**config.mk**
```make
export PLATFORM = sky130hd
export DESIGN_NAME = weight_compressor_flat
export DESIGN_NICKNAME = d
export VERILOG_FILES = /design/src/rtl/weight_compressor_if.sv /design/src/rtl/weight_compressor.sv /design/src/flat_wrapper.sv
export SDC_FILE = /design/constraint.sdc
export NUM_CORES = 1
export LEC_CHECK = 0
export CORE_MARGIN = 2
export CORE_UTILIZATION = 55
export DETAILED_ROUTE_END_ITERATION = 6
export GPL_TIMING_DRIVEN = 0
export HOLD_SLACK_MARGIN = 0.08
export PLACE_DENSITY_LB_ADDON = 0.2
export SLEW_MARGIN = 30
export SYNTH_ARGS = -nofsm -noshare
export SYNTH_HDL_FRONTEND = slang
export SYNTH_SLANG_ARGS = --single-unit
```
**constraint.sdc**
```tcl
create_clock -name i_clk -period 5.2 [get_ports i_clk]
set_clock_uncertainty 0.2 [all_clocks]
set_input_delay 1.04 -clock i_clk [delete_from_list [all_inputs] [get_ports i_clk]]
set_output_delay 1.04 -clock i_clk [all_outputs]
set_load 0.01 [all_outputs]
```
**src/rtl/weight_compressor_if.sv**
```systemverilog
// Dense tagged weight stream from the loader into weight_compressor.
// The loader drives the element fields; the compressor returns o_ready.
interface weight_compressor_if #(
   parameter int unsigned R_BW = 4,
   parameter int unsigned K_BW = 4
);
   logic            i_valid;
   logic            i_last;
   logic            i_nz;
   logic [R_BW-1:0] i_r;
   logic [K_BW-1:0] i_k;
   logic            o_ready;

   modport master (output i_valid, i_last, i_nz, i_r, i_k, input o_ready);
   modport slave  (input  i_valid, i_last, i_nz, i_r, i_k, output o_ready);
endinterface

```
**src/rtl/weight_compressor.sv**
```systemverilog
// Encodes a dense tagged weight stream into row/channel/pointer group tables.
// Optional macro WCOMP_KEEP_EMPTY_EN emits groups that contain no nonzeros.
`ifndef W_R_BITWIDTH
`define W_R_BITWIDTH 4
`endif
`ifndef W_K_BITWIDTH
`define W_K_BITWIDTH 4
`endif
`ifndef W_POS_PTR_BITWIDTH
`define W_POS_PTR_BITWIDTH 4
`endif
`ifndef W_R_LENGTH
`define W_R_LENGTH 8
`endif
`ifndef W_C_LENGTH
`define W_C_LENGTH 16
`endif

module weight_compressor #(
   parameter int unsigned R_BW   = `W_R_BITWIDTH,
   parameter int unsigned K_BW   = `W_K_BITWIDTH,
   parameter int unsigned PTR_BW = `W_POS_PTR_BITWIDTH,
   parameter int unsigned R_LEN  = `W_R_LENGTH,
   parameter int unsigned C_LEN  = `W_C_LENGTH
) (
   input  logic                         i_clk,
   input  logic                         i_rst_n,
   input  logic                         i_start,
   weight_compressor_if.slave           s_if,
   output logic [R_BW-1:0]              o_r      [R_LEN],
   output logic [K_BW-1:0]              o_k      [R_LEN],
   output logic [PTR_BW:0]              o_ptr    [R_LEN],
   output logic [$clog2(C_LEN):0]       o_length,
   output logic [$clog2(R_LEN):0]       o_groups,
   output logic                         o_overflow,
   output logic                         o_finish
);

   localparam int unsigned LEN_W = $clog2(C_LEN) + 1;
   localparam int unsigned G_W   = $clog2(R_LEN) + 1;
   localparam int unsigned IDX_W = $clog2(R_LEN);
   localparam int unsigned P_W   = PTR_BW + 1;
   localparam logic [G_W-1:0]   G_MAX   = G_W'(R_LEN - 1);
   localparam logic [LEN_W-1:0] LEN_MAX = LEN_W'(C_LEN);

`ifdef WCOMP_KEEP_EMPTY_EN
   localparam bit KEEP_EMPTY = 1'b1;
`else
   localparam bit KEEP_EMPTY = 1'b0;
`endif

   typedef enum logic {S_IDLE, S_COLLECT} state_t;

   state_t            state_q, state_d;
   logic              ready_q, ready_d;
   logic              finish_q, finish_d;
   logic              ovf_q, ovf_d;
   logic [LEN_W-1:0]  len_q, len_d;
   logic [LEN_W-1:0]  cnt_q, cnt_d;
   logic [G_W-1:0]    g_q, g_d;
   logic              cur_ok_q, cur_ok_d;
   logic [R_BW-1:0]   cur_r_q, cur_r_d;
   logic [K_BW-1:0]   cur_k_q, cur_k_d;
   logic [R_BW-1:0]   r_q   [R_LEN];
   logic [R_BW-1:0]   r_d   [R_LEN];
   logic [K_BW-1:0]   k_q   [R_LEN];
   logic [K_BW-1:0]   k_d   [R_LEN];
   logic [P_W-1:0]    ptr_q [R_LEN];
   logic [P_W-1:0]    ptr_d [R_LEN];

   logic accept;
   logic tag_chg;

   // ready_q is high exactly while collecting, so it doubles as the state qualifier
   assign accept  = s_if.i_valid && ready_q;
   assign tag_chg = cur_ok_q && ((s_if.i_r != cur_r_q) || (s_if.i_k != cur_k_q));

   // FSM state register
   always_ff @(posedge i_clk or negedge i_rst_n) begin
      if (!i_rst_n) state_q <= S_IDLE;
      else          state_q <= state_d;
   end

   // FSM next-state
   always_comb begin
      state_d = state_q;
      case (state_q)
         S_IDLE:    if (i_start) state_d = S_COLLECT;
         S_COLLECT: begin
            if (i_start)                      state_d = S_COLLECT;
            else if (accept && s_if.i_last)   state_d = S_IDLE;
         end
         default:   state_d = S_IDLE;
      endcase
   end

   // FSM outputs; a restart suppresses the finish of the discarded run
   always_comb begin
      ready_d  = 1'b0;
      finish_d = 1'b0;
      ready_d  = (state_d == S_COLLECT);
      finish_d = (state_q == S_COLLECT) && !i_start && accept && s_if.i_last;
   end

   // Table datapath: up to two group closes (tag change, then last) per element
   always_comb begin
      r_d      = r_q;
      k_d      = k_q;
      ptr_d    = ptr_q;
      len_d    = len_q;
      cnt_d    = cnt_q;
      g_d      = g_q;
      ovf_d    = ovf_q;
      cur_ok_d = cur_ok_q;
      cur_r_d  = cur_r_q;
      cur_k_d  = cur_k_q;
      if (i_start) begin
         for (int unsigned i = 0; i < R_LEN; i++) begin
            r_d[i]   = '0;
            k_d[i]   = '0;
            ptr_d[i] = '0;
         end
         len_d    = '0;
         cnt_d    = '0;
         g_d      = '0;
         ovf_d    = 1'b0;
         cur_ok_d = 1'b0;
      end else if (accept) begin
         if (tag_chg && (KEEP_EMPTY || (cnt_q != '0))) begin
            if (g_d == G_MAX) begin
               ovf_d = 1'b1;
            end else begin
               r_d[IDX_W'(g_d)]          = cur_r_q;
               k_d[IDX_W'(g_d)]          = cur_k_q;
               ptr_d[IDX_W'(g_d + 1'b1)] = P_W'(len_d);
               g_d                       = g_d + 1'b1;
            end
         end
         if (!cur_ok_q || tag_chg) cnt_d = '0;
         cur_r_d  = s_if.i_r;
         cur_k_d  = s_if.i_k;
         cur_ok_d = 1'b1;
         if (s_if.i_nz) begin
            if (len_d == LEN_MAX) begin
               ovf_d = 1'b1;
            end else begin
               len_d = len_d + 1'b1;
               cnt_d = cnt_d + 1'b1;
            end
         end
         if (s_if.i_last && (KEEP_EMPTY || (cnt_d != '0))) begin
            if (g_d == G_MAX) begin
               ovf_d = 1'b1;
            end else begin
               r_d[IDX_W'(g_d)]          = cur_r_d;
               k_d[IDX_W'(g_d)]          = cur_k_d;
               ptr_d[IDX_W'(g_d + 1'b1)] = P_W'(len_d);
               g_d                       = g_d + 1'b1;
            end
         end
      end
   end

   // Datapath and output registers
   always_ff @(posedge i_clk or negedge i_rst_n) begin
      if (!i_rst_n) begin
         ready_q  <= 1'b0;
         finish_q <= 1'b0;
         ovf_q    <= 1'b0;
         len_q    <= '0;
         cnt_q    <= '0;
         g_q      <= '0;
         cur_ok_q <= 1'b0;
         cur_r_q  <= '0;
         cur_k_q  <= '0;
         for (int unsigned i = 0; i < R_LEN; i++) begin
            r_q[i]   <= '0;
            k_q[i]   <= '0;
            ptr_q[i] <= '0;
         end
      end else begin
         ready_q  <= ready_d;
         finish_q <= finish_d;
         ovf_q    <= ovf_d;
         len_q    <= len_d;
         cnt_q    <= cnt_d;
         g_q      <= g_d;
         cur_ok_q <= cur_ok_d;
         cur_r_q  <= cur_r_d;
         cur_k_q  <= cur_k_d;
         for (int unsigned i = 0; i < R_LEN; i++) begin
            r_q[i]   <= r_d[i];
            k_q[i]   <= k_d[i];
            ptr_q[i] <= ptr_d[i];
         end
      end
   end

   assign s_if.o_ready = ready_q;
   assign o_finish     = finish_q;
   assign o_overflow   = ovf_q;
   assign o_length     = len_q;
   assign o_groups     = g_q;
   assign o_r          = r_q;
   assign o_k          = k_q;
   assign o_ptr        = ptr_q;

endmodule

```
**src/flat_wrapper.sv**
```systemverilog
// flat-port wrapper written by rule: the top's interface ports become plain ports
module weight_compressor_flat 
#(
   parameter int unsigned R_BW   = `W_R_BITWIDTH,
   parameter int unsigned K_BW   = `W_K_BITWIDTH,
   parameter int unsigned PTR_BW = `W_POS_PTR_BITWIDTH,
   parameter int unsigned R_LEN  = `W_R_LENGTH,
   parameter int unsigned C_LEN  = `W_C_LENGTH
)
  (i_clk, i_rst_n, i_start, o_r, o_k, o_ptr, o_length, o_groups, o_overflow, o_finish, s_if_i_valid, s_if_i_last, s_if_i_nz, s_if_i_r, s_if_i_k, s_if_o_ready);
  weight_compressor_if #(.R_BW(R_BW), .K_BW(K_BW)) s_if_i ();
  input  logic i_clk;
  input  logic i_rst_n;
  input  logic i_start;
  output logic [R_BW-1:0] o_r[R_LEN];
  output logic [K_BW-1:0] o_k[R_LEN];
  output logic [PTR_BW:0] o_ptr[R_LEN];
  output logic [$clog2(C_LEN):0] o_length;
  output logic [$clog2(R_LEN):0] o_groups;
  output logic o_overflow;
  output logic o_finish;
  input wire logic [$bits(s_if_i.i_valid)-1:0] s_if_i_valid;
  input wire logic [$bits(s_if_i.i_last)-1:0] s_if_i_last;
  input wire logic [$bits(s_if_i.i_nz)-1:0] s_if_i_nz;
  input wire logic [$bits(s_if_i.i_r)-1:0] s_if_i_r;
  input wire logic [$bits(s_if_i.i_k)-1:0] s_if_i_k;
  output wire logic [$bits(s_if_i.o_ready)-1:0] s_if_o_ready;
  assign s_if_i.i_valid = s_if_i_valid;
  assign s_if_i.i_last = s_if_i_last;
  assign s_if_i.i_nz = s_if_i_nz;
  assign s_if_i.i_r = s_if_i_r;
  assign s_if_i.i_k = s_if_i_k;
  assign s_if_o_ready = s_if_i.o_ready;
  weight_compressor #(.R_BW(R_BW), .K_BW(K_BW), .PTR_BW(PTR_BW), .R_LEN(R_LEN), .C_LEN(C_LEN)) u_core (.i_clk(i_clk), .i_rst_n(i_rst_n), .i_start(i_start), .s_if(s_if_i), .o_r(o_r), .o_k(o_k), .o_ptr(o_ptr), .o_length(o_length), .o_groups(o_groups), .o_overflow(o_overflow), .o_finish(o_finish));
endmodule
```
# Yosys cells after proc, flatten, opt, wreduce, memory -nomap -nowiden
# Cells that the tools add are included.
# W data, S select, Z words.
[word_totals]
ff_bits = 130
in_bits = 14
out_inout_bits = 116
elab_cells = 151
[classes]
n_addsub = 4
n_lt_le_gt_ge = 8
eq_ne = 5
mux = 75
bitwise = 6
reduce_logical = 20
[op_table]
columns = ["cell", "count"]
rows = [
  ["$mux W32", 16],
  ["$mux W40", 8],
  ["$bwmux W32", 4],
  ["$mux W5", 17],
  ["$bwmux W40", 2],
  ["$mux W4", 10],
  ["$demux W5 S3", 2],
  ["$demux W4 S3", 2],
  ["$ge A4 B4 Y1 const B", 4],
  ["$lt A4 B1 Y1 const B", 4],
  ["$not A3 Y4", 4],
  ["$mux W1", 13],
  ["$logic_and A1 B1 Y1", 12],
  ["$add A5 B1 Y5 const B", 2],
  ["$reduce_bool A5 Y1", 2],
  ["$add A4 B1 Y4 const B", 2],
  ["$eq A4 B3 Y1 const B", 2],
  ["$ne A4 B4 Y1", 2],
  ["$eq A5 B5 Y1 const B", 1],
  ["$logic_not A1 Y1", 2],
  ["$logic_or A1 B1 Y1", 2],
  ["$not A1 Y1", 2],
  ["$pmux W1 S2", 1],
  ["$reduce_and A2 Y1", 1],
  ["$reduce_bool A2 Y1", 1],
]

# Logic depth before layout (Yosys ltp)
# Gate-level depths: netlist of run 1.
[logic_depth]
depth_word = 18
mapped_depth = 17
depth_no_buf = 13

# Worst setup path before layout of run 1
# No wires, ideal clock.
[synth_timing]
kind = "input to register"
startpoint = "input port s_if_i_k[3]"
endpoint = "register u_core.k_q, in the netlist u_core.o_k[10]"
setup_ns = 0.082
arrival_time_ns = 4.468
required_ns = 4.918
slack_ns = 0.450
path_stages = 17
path_buffers = 4
path_cell_list = "buf_2 xor2_1 nor4_2 a21oi_1 nand3_1 and2_1 buf_2 inv_1 ha_1 inv_1 nor3_1 a311o_1 or4_1 buf_2 buf_6 or2_0 a31oi_1"
[synth_via]
elab_chain_cells = 17
elab_cells_between_ends = 33
classes_between = "1 x add/sub; 2 x order compare; 2 x eq/ne; 20 x mux; 1 x bitwise; 7 x reduce/logical"
[synth_rtl]
columns = ["element", "line", "source"]
rows = [
  ["start: declaration", "flat_wrapper.sv:26", "input wire logic [$bits(s_if_i.i_k)-1:0] s_if_i_k;"],
  ["$ne A4 B4 Y1 *", "weight_compressor.sv:76", "assign tag_chg = cur_ok_q && ((s_if.i_r != cur_r_q) || (s_if.i_k != cur_k_q));"],
  ["$logic_or A1 B1 Y1 *", "weight_compressor.sv:76", ""],
  ["$logic_and A1 B1 Y1 *", "weight_compressor.sv:76", ""],
  ["$logic_or A1 B1 Y1 / $logic_and A1 B1 Y1 (equally long branches)", "weight_compressor.sv:139, weight_compressor.sv:129", ""],
  ["$mux W5 / $mux W4 (equally long branches)", "weight_compressor.sv:139, weight_compressor.sv:129", ""],
  ["$mux W5 / $mux W4 (equally long branches)", "weight_compressor.sv:128", "end else if (accept) begin"],
  ["$mux W5 / $mux W4 (equally long branches)", "weight_compressor.sv:117", "if (i_start) begin"],
  ["$add A5 B1 Y5 / $not A3 Y4 (equally long branches)", "weight_compressor.sv:148, weight_compressor.sv:156", ""],
  ["$mux W5, or another cell as far along", "weight_compressor.sv:144", "if (len_d == LEN_MAX) begin"],
  ["$mux W5 / $logic_and A1 B1 Y1 (equally long branches)", "weight_compressor.sv:143, weight_compressor.sv:156", ""],
  ["$mux W5 / $mux W4 (equally long branches)", "weight_compressor.sv:128, weight_compressor.sv:156", ""],
  ["$mux W5 / $demux W4 S3 (equally long branches)", "weight_compressor.sv:117, weight_compressor.sv:156", ""],
  ["$reduce_bool A5 Y1 / $bwmux W32 (equally long branches)", "weight_compressor.sv:151, weight_compressor.sv:156", ""],
  ["$logic_and A1 B1 Y1 / $mux W32 (equally long branches)", "weight_compressor.sv:151, weight_compressor.sv:152", ""],
  ["$mux W32 *", "weight_compressor.sv:151", "if (s_if.i_last && (KEEP_EMPTY || (cnt_d != '0))) begin"],
  ["$mux W32 *", "weight_compressor.sv:128", ""],
  ["$mux W32 *", "weight_compressor.sv:117", ""],
  ["end signal: indexed assignment", "weight_compressor.sv:193", "k_q[i] <= k_d[i];"],
  ["end: declaration", "weight_compressor.sv:66", "logic [K_BW-1:0] k_q [R_LEN];"],
]
# Every way passes the cells marked *; elsewhere a longest branch is shown, timed or not. The select of a mux whose other input is x is not followed.
# A chain may end at the register's enable or synchronous reset.

# Worst setup path in the final report of run 1
[layout_timing]
startpoint = "input port s_if_i_k[1]"
endpoint = "register u_core.k_q, in the netlist u_core.o_k[1]"
[layout_via]
elab_chain_cells = 17
elab_cells_between_ends = 33
classes_between = "1 x add/sub; 2 x order compare; 2 x eq/ne; 20 x mux; 1 x bitwise; 7 x reduce/logical"
[layout_rtl]
columns = ["element", "line"]
rows = [
  ["$ne A4 B4 Y1", "weight_compressor.sv:76"],
  ["$logic_or A1 B1 Y1", "weight_compressor.sv:76"],
  ["$logic_and A1 B1 Y1", "weight_compressor.sv:76"],
  ["$logic_or A1 B1 Y1 / $logic_and A1 B1 Y1 (equally long branches)", "weight_compressor.sv:139, weight_compressor.sv:129"],
  ["$mux W5 / $mux W4 (equally long branches)", "weight_compressor.sv:139, weight_compressor.sv:129"],
  ["$mux W5 / $mux W4 (equally long branches)", "weight_compressor.sv:128"],
  ["$mux W5 / $mux W4 (equally long branches)", "weight_compressor.sv:117"],
  ["$add A5 B1 Y5 / $not A3 Y4 (equally long branches)", "weight_compressor.sv:148, weight_compressor.sv:156"],
  ["$mux W5, or another cell as far along", "weight_compressor.sv:144"],
  ["$mux W5 / $logic_and A1 B1 Y1 (equally long branches)", "weight_compressor.sv:143, weight_compressor.sv:156"],
  ["$mux W5 / $mux W4 (equally long branches)", "weight_compressor.sv:128, weight_compressor.sv:156"],
  ["$mux W5 / $demux W4 S3 (equally long branches)", "weight_compressor.sv:117, weight_compressor.sv:156"],
  ["$reduce_bool A5 Y1 / $bwmux W32 (equally long branches)", "weight_compressor.sv:151, weight_compressor.sv:156"],
  ["$logic_and A1 B1 Y1 / $mux W32 (equally long branches)", "weight_compressor.sv:151, weight_compressor.sv:152"],
  ["$mux W32 *", "weight_compressor.sv:151"],
  ["$mux W32 *", "weight_compressor.sv:128"],
  ["$mux W32 *", "weight_compressor.sv:117"],
]
# Marks and branches as above.

==> flow_metrics.env, run 1 <==
export IMPL_avgViaCountPerCell=6.66
export IMPL_critPathCaptureType="flip-flop"
export IMPL_drtPass1Iterations=7
export IMPL_ys_ff_latch=130
export IMPL_hp_class="primary input to asynchronous set/reset pin"
export IMPL_crit_arrival_ns=5.18
export IMPL_cts_sinks=130
export IMPL_synthFlopType="dfrtp_1"
export IMPL_hold_buffers=0
export IMPL_fin_crit_ns=5.05
export IMPL_leakagePower_nw=4.31
export IMPL_h_tree_depth=4
export IMPL_start_kind="primary input"
export IMPL_grt_pass1_vias=8135
export IMPL_syn_inst=898
export IMPL_die_area_um2=16000
export IMPL_synth_area_leaders="dfrtp_1 (39%), mux2i_1 (7.3%), mux2_2 (6.0%)"
export IMPL_fp_coreArea_um2=14600
export IMPL_initial_core_util=0.567
export IMPL_ant_nets=0
export IMPL_slew_violations=0
export IMPL_slew_headroom=0.314
export IMPL_fin_tns_setup_ns=0
export IMPL_cts_tree="yes"
export IMPL_cts_root_buf="clkbuf_16"
export IMPL_clock_path_buffers=2
export IMPL_dpl_hpwl_mm=18.4
export IMPL_finalNonFillerCells=1248
export IMPL_rows=44
export IMPL_worst_slew_pin_slew_ns=1.02
export IMPL_timing_final_crit_share=0.970
export IMPL_dp_cells=1207
export IMPL_drt_iter0_drc=810
export IMPL_path_clk_slew_ns=0.06
export IMPL_rsz0062_at_grt="no"
export IMPL_stdcell_area_um2=10600
export IMPL_gr_usage_all_layers=0.336
export IMPL_grt_pass1_wl_mm=42.9
export IMPL_placed_cell_area_um2=9790
export IMPL_synthToLayoutAreaGrowth_pct=27.6
export IMPL_reg2reg_depth=16
export IMPL_routedWlPerCell_um=21.6
export IMPL_grt_max_degree=77
export IMPL_utilization=0.724
export IMPL_routed_wl_mm=27.0
export IMPL_insertion_delay_ns=0.43
export IMPL_avgSynthCellArea_um2=9.21
export IMPL_numCtsBuffers=17
export IMPL_path_max_fanout=10
export IMPL_crit_start="s_if_i_k[1]"
export IMPL_syn_nets=917
export IMPL_r2r_setup_slack_ns=0.42
export IMPL_drc=0
export IMPL_r2r_end="u_core.o_k[1]"
export IMPL_drv_cap=0
export IMPL_antenna_found_initial=0
export IMPL_portBuffers=124
export IMPL_antenna_cells=0
export IMPL_drive_gt1_frac=0.128
export IMPL_netlist_area_leader_share=0.393
export IMPL_vdd_drop_max_mv=0.301
export IMPL_grt_ovfl_total=0
export IMPL_synth_top_area_cell="dfrtp_1"
export IMPL_ioPinCount=130
export IMPL_crit_type="primary input to flip-flop"
export IMPL_synth_edf_count=0
export IMPL_synth_async_reset_ratio=1.00
export IMPL_route_vias_total=8313
export IMPL_p_total_mw=2.59
export IMPL_cp_required_ns=5.34
export IMPL_die_h_um=127
export IMPL_yosysSeqAreaShare=0.393
export IMPL_yosys_warnings=0
export IMPL_setup_ws_ns=0.154
export IMPL_ys_types=63
export IMPL_power_density_nw_per_um2=245
export IMPL_outcome="finished clean"
export IMPL_nets=1070
export IMPL_setup_violations=0
export IMPL_rr_startpoint="u_core.cnt_q[2]"
export IMPL_synth_area_um2=8270
export IMPL_hold_viol_final=0
export IMPL_dpl_worst_slack_ns=-0.989
export IMPL_max_freq_ghz=0.198
export IMPL_die_w_um=127
export IMPL_routabilityCongestion=0.961
export IMPL_holdWs_ns=0.317
## critical path, stage by stage
cell             delay (ns)
clkdlybuf4s15_1        0.37
xor2_2                 0.30
nor4_4                 0.07
buf_4                  0.17
a21o_4                 0.25
o21ai_1                0.19
and2_1                 0.14
buf_2                  0.27
clkinvlp_4             0.20
ha_1                   0.28
inv_1                  0.16
nor3_1                 0.07
a311o_1                0.35
or4_1                  0.54
clkbuf_1               0.19
buf_2                  0.22
nand2b_1               0.16
a31oi_1                0.20
## what timing repair did
item | CTS | global route
setup buffers | 5 | 4
endpoints found under the setup margin | 103 | 100
pin swaps | 3 | 2
resized for setup | 10 | 12
## synth_stat cells (all sizes together) (5+ instances only)
| cell type | number |
|---|---|
| a21oi | 53 |
| a221oi | 21 |
| a22oi | 33 |
| a31oi | 25 |
| and2 | 12 |
| and3 | 18 |
| buf | 20 |
| clkbuf | 53 |
| dfrtp | 130 |
| ha | 5 |
| inv | 12 |
| mux2 | 44 |
| mux2i | 60 |
| nand2 | 106 |
| nand2b | 18 |
| nand3 | 63 |
| nand3b | 34 |
| nand4 | 5 |
| nor2 | 28 |
| nor3 | 17 |
| nor4 | 12 |
| o21ai | 31 |
| o311ai | 33 |
| or2 | 5 |
| or3b | 8 |
| xnor2 | 7 |
| xor2 | 11 |
## worst max-delay path by stage
stage | endpoint | slack [ns]
after detailed placement | u_core.o_ptr[22] | -0.99
after global routing | u_core.o_k[2] | 0.007
after CTS | u_core.o_r[21] | -0.03
after global placement | u_core.o_k[8] | -2.38
after floorplan | u_core.o_k[10] | 0.45
final | u_core.o_k[1] | 0.15
## power breakdown
group	leakage (nW)	total [mW]	internal [mW]	switching, mW
sequential	1.79	1.09	1.04	0.0511
combinational	2.25	0.350	0.116	0.234
clock	0.268	1.15	0.684	0.463
total	4.31	2.59	1.84	0.748
## flip-flops by register name, summed over array words and instances (netlist names), 4 cells and up
register	count
u_core.o_ptr	40
u_core.o_k	32
u_core.o_r	32
u_core.cnt_q	5
u_core.o_length	5
u_core.cur_k_q	4
u_core.cur_r_q	4
u_core.o_groups	4
## layout by cell type (no fill, tap or decap), types with 4 or more instances in the layout
cell,n
inv_1,11
mux2i_1,60
nand2b_1,18
o311ai_0,32
dfrtp_1,130
clkbuf_1,55
mux2_2,44
and3_1,18
nand3b_1,34
xnor2_1,7
clkbuf_16,17
buf_1,4
a221oi_1,21
nand3_1,63
a21oi_1,52
clkbuf_8,6
nand2_1,106
a31oi_1,25
nor2_1,28
o21ai_0,30
ha_1,5
xor2_1,9
clkdlybuf4s50_1,118
buf_2,14
nand4_1,4
and2_1,11
nor3_1,13
buf_4,10
nor4_4,9
dlymetal6s2s_1,4
clkinvlp_4,5
a22oi_1,33
or3b_2,8
## routing by layer
| metal | routed length, um | GRT usage |
|---|---|---|
| met1 | 10900 | 0.446 |
| met2 | 12800 | 0.539 |
| met3 | 2150 | 0.0616 |
| met4 | 1160 | 0.151 |
| met5 | 0 | 0 |
## layout make-up
type	instances	area, um2
multi-input cells	682	4800
clock inverters	7	48.8
clock buffers	25	515
inverters	13	52.6
fillers	1141	4030
flip-flops and latches	130	3250
well taps	184	230
repair buffers	134	1350
plain buffers	73	303
## cell families after synthesis
kind of cell / after synthesis / share of synthesized area
AOI/OAI and AO/OA: 214 / 0.176
xor gates and xnor gates: 18 / 0.0191
adders and majority gates: 5 / 0.00756
buffers and inverters: 86 / 0.0422
DFF: 130 / 0.393
muxes: 104 / 0.133
and+or+nand+nor: 341 / 0.229
No activity file was read; power rests on OpenSTA's default activity.
==> run 2: changes to the inputs <==
- REMOVE_ABC_BUFFERS: default -> 1
==> run 2 against run 1 <==
Effect of this change: sequential cell count is the same; clock power grew 5%; combinational power shrank 3%; cell count shrank 5.0%; worst setup slack lost 0.055 ns; sequential share of layout area is essentially flat; hold slack gained 0.025 ns; utilization is essentially flat; largest power group unchanged.
==> flow_metrics.env, run 2 (same netlist as run 1, synthesis figures left out) <==
export IMPL_ant_nets=0
export IMPL_setup_ws_ns=0.0984
export IMPL_final_cell_mix="dfrtp_1 (130), clkdlybuf4s50_1 (119), nand2_1 (104)"
export IMPL_crit_arrival_ns=5.25
export IMPL_crit_type="primary input to flip-flop"
export IMPL_utilization=0.723
export IMPL_die_w_um=127
export IMPL_vdd_drop_max_mv=0.234
export IMPL_cts_sinks=130
export IMPL_grt_max_degree=75
export IMPL_clock_path_buffers=2
export IMPL_slew_violations=0
export IMPL_grt_ovfl_total=0
export IMPL_rsz0062_at_grt="yes"
export IMPL_worst_slew_pin_slew_ns=0.943
export IMPL_hp_class="flip-flop to flip-flop"
export IMPL_nets=1007
export IMPL_leakagePower_nw=4.33
export IMPL_cts_tree="yes"
export IMPL_seq_area_um2=3250
export IMPL_critPathCaptureType="flip-flop"
export IMPL_h_tree_depth=4
export IMPL_path_clk_slew_ns=0.06
export IMPL_multi_input_area_um2=4840
export IMPL_p_seq_frac=0.413
export IMPL_setup_violations=0
export IMPL_p_total_mw=2.64
export IMPL_ioPinCount=130
export IMPL_crit_start="s_if_i_k[3]"
export IMPL_antenna_cells=0
export IMPL_largest_reg_flops=40
export IMPL_insertion_delay_ns=0.43
export IMPL_path_max_fanout=13
export IMPL_initial_core_util=0.567
export IMPL_synthToLayoutAreaGrowth_pct=27.6
export IMPL_cts_root_buf="clkbuf_16"
export IMPL_drt_iter0_drc=803
export IMPL_route_vias_total=7960
export IMPL_drv_cap=0
export IMPL_hold_viol_final=0
export IMPL_rows=44
export IMPL_routabilityCongestion=0.924
export IMPL_portBuffers=129
export IMPL_numCtsBuffers=17
export IMPL_finalNonFillerCells=1185
export IMPL_fp_coreArea_um2=14600
export IMPL_p_comb_frac=0.128
export IMPL_timing_final_crit_share=0.981
export IMPL_die_h_um=127
export IMPL_routedWlPerCell_um=20.9
export IMPL_grt_pass1_wl_mm=40.2
export IMPL_fin_crit_ns=5.10
export IMPL_dp_cells=1147
export IMPL_start_kind="primary input"
export IMPL_drtPass1Iterations=6
export IMPL_max_freq_ghz=0.196
export IMPL_p_int_mw=1.92
export IMPL_die_area_um2=16000
export IMPL_p_sw_mw=0.726
export IMPL_avgViaCountPerCell=6.72
export IMPL_slew_headroom=0.370
export IMPL_power_share_clock=0.459
export IMPL_grt_pass1_vias=7763
export IMPL_drive_gt1_frac=0.138
export IMPL_layout_commonest_cell="dfrtp_1"
export IMPL_rr_startpoint="u_core.cnt_q[2]"
export IMPL_dpl_hpwl_mm=15.7
export IMPL_holdCritStartpoint="u_core.o_overflow"
export IMPL_hold_buffers=0
export IMPL_cp_required_ns=5.35
export IMPL_routed_wl_mm=24.8
export IMPL_drc=0
export IMPL_power_density_nw_per_um2=250
export IMPL_gr_usage_all_layers=0.310
export IMPL_outcome="finished clean"
export IMPL_dpl_worst_slack_ns=-1.73
export IMPL_antenna_found_initial=0
export IMPL_n_fill_cell=1077
export IMPL_swShare=0.275
-- run 2: cell count changes in the layout (fill, tap and decap cells not counted), sizes merged --
cell	before	now
dlygate4sd2	0	3
inv	11	12
clkinv	4	6
clkdlybuf4s50	118	119
dlymetal6s2s	4	5
clkdlybuf4s15	1	0
clkbuf	78	23
buf	31	17
bufinv	0	2
clkinvlp	5	2
-- run 2: critical path: stages --
cell and delay (ns):
dlygate4sd2_1 0.43, xor2_1 0.17, nor4_4 0.46, a21oi_2 0.21, nand3_4 0.24, and2_4 0.28, inv_1 0.19, ha_1 0.30
inv_1 0.15, nor3_1 0.07, a311o_2 0.52, nor4b_2 0.88, a221oi_1 0.11, a21oi_1 0.18
-- run 2: worst paths after layout --
| kind | slack (ns) | endpoint | depth (start not counted) |
|---|---|---|---|
| worst max-delay path | 0.1 | u_core.o_ptr[0] | 14 |
| worst min-delay path | 0.34 | u_core.o_overflow | 2 |
| worst max register to register | 0.39 | u_core.o_ptr[0] | 13 |
| worst min register to register | 0.34 | u_core.o_overflow | 2 |
| max in group asynchronous | 3.73 | u_core.o_ptr[11] | 2 |
| min in group asynchronous | 0.36 | u_core.o_r[23] | 1 |
-- run 2: metal layers --
layer  GRT usage  routed length (um)  up-vias
li1            -                   -     3548
met1       0.419               10500     3933
met2       0.503               11900      407
met3      0.0489                1640       72
met4       0.123                 716        0
met5           0                   0        -
-- run 2: power by group through the flow --
stage	clock network, mW	registers [mW]	logic, mW
2_1_floorplan	0	1.10	0.150
3_3_place_gp	0	1.11	0.283
3_5_place_dp	0	1.11	0.315
4_1_cts	1.21	1.09	0.333
5_1_grt	1.26	1.09	0.364
6_report	1.21	1.09	0.338
-- run 2: stage by stage --
stage / setup TNS (ns) / instance area (um2) / hold WS (ns)
final: 0 / 10600 / 0.341
after floorplan: -3.96 / 7970 / 0.318
after CTS: 0 / 10500 / 0.345
after global routing: -0.0732 / 10600 / 0.371
after detailed placement: -132.91 / 9790 / 0.336
after global placement: -642.04 / 9490 / 0.323
-- run 2: cell type report --
class,instances,area share
well taps,184,0.0218
clock inverters,9,0.00984
flip-flops and latches,130,0.308
multi-input cells,682,0.459
repair buffers,144,0.151
inverters,13,0.00462
clock buffers,23,0.0462
-- run 2: what timing repair did --
action,in CTS,in global routing
setup endpoints to repair,107,67
pin swaps,4,3
resized for setup,17,7
buffers inserted,5,1
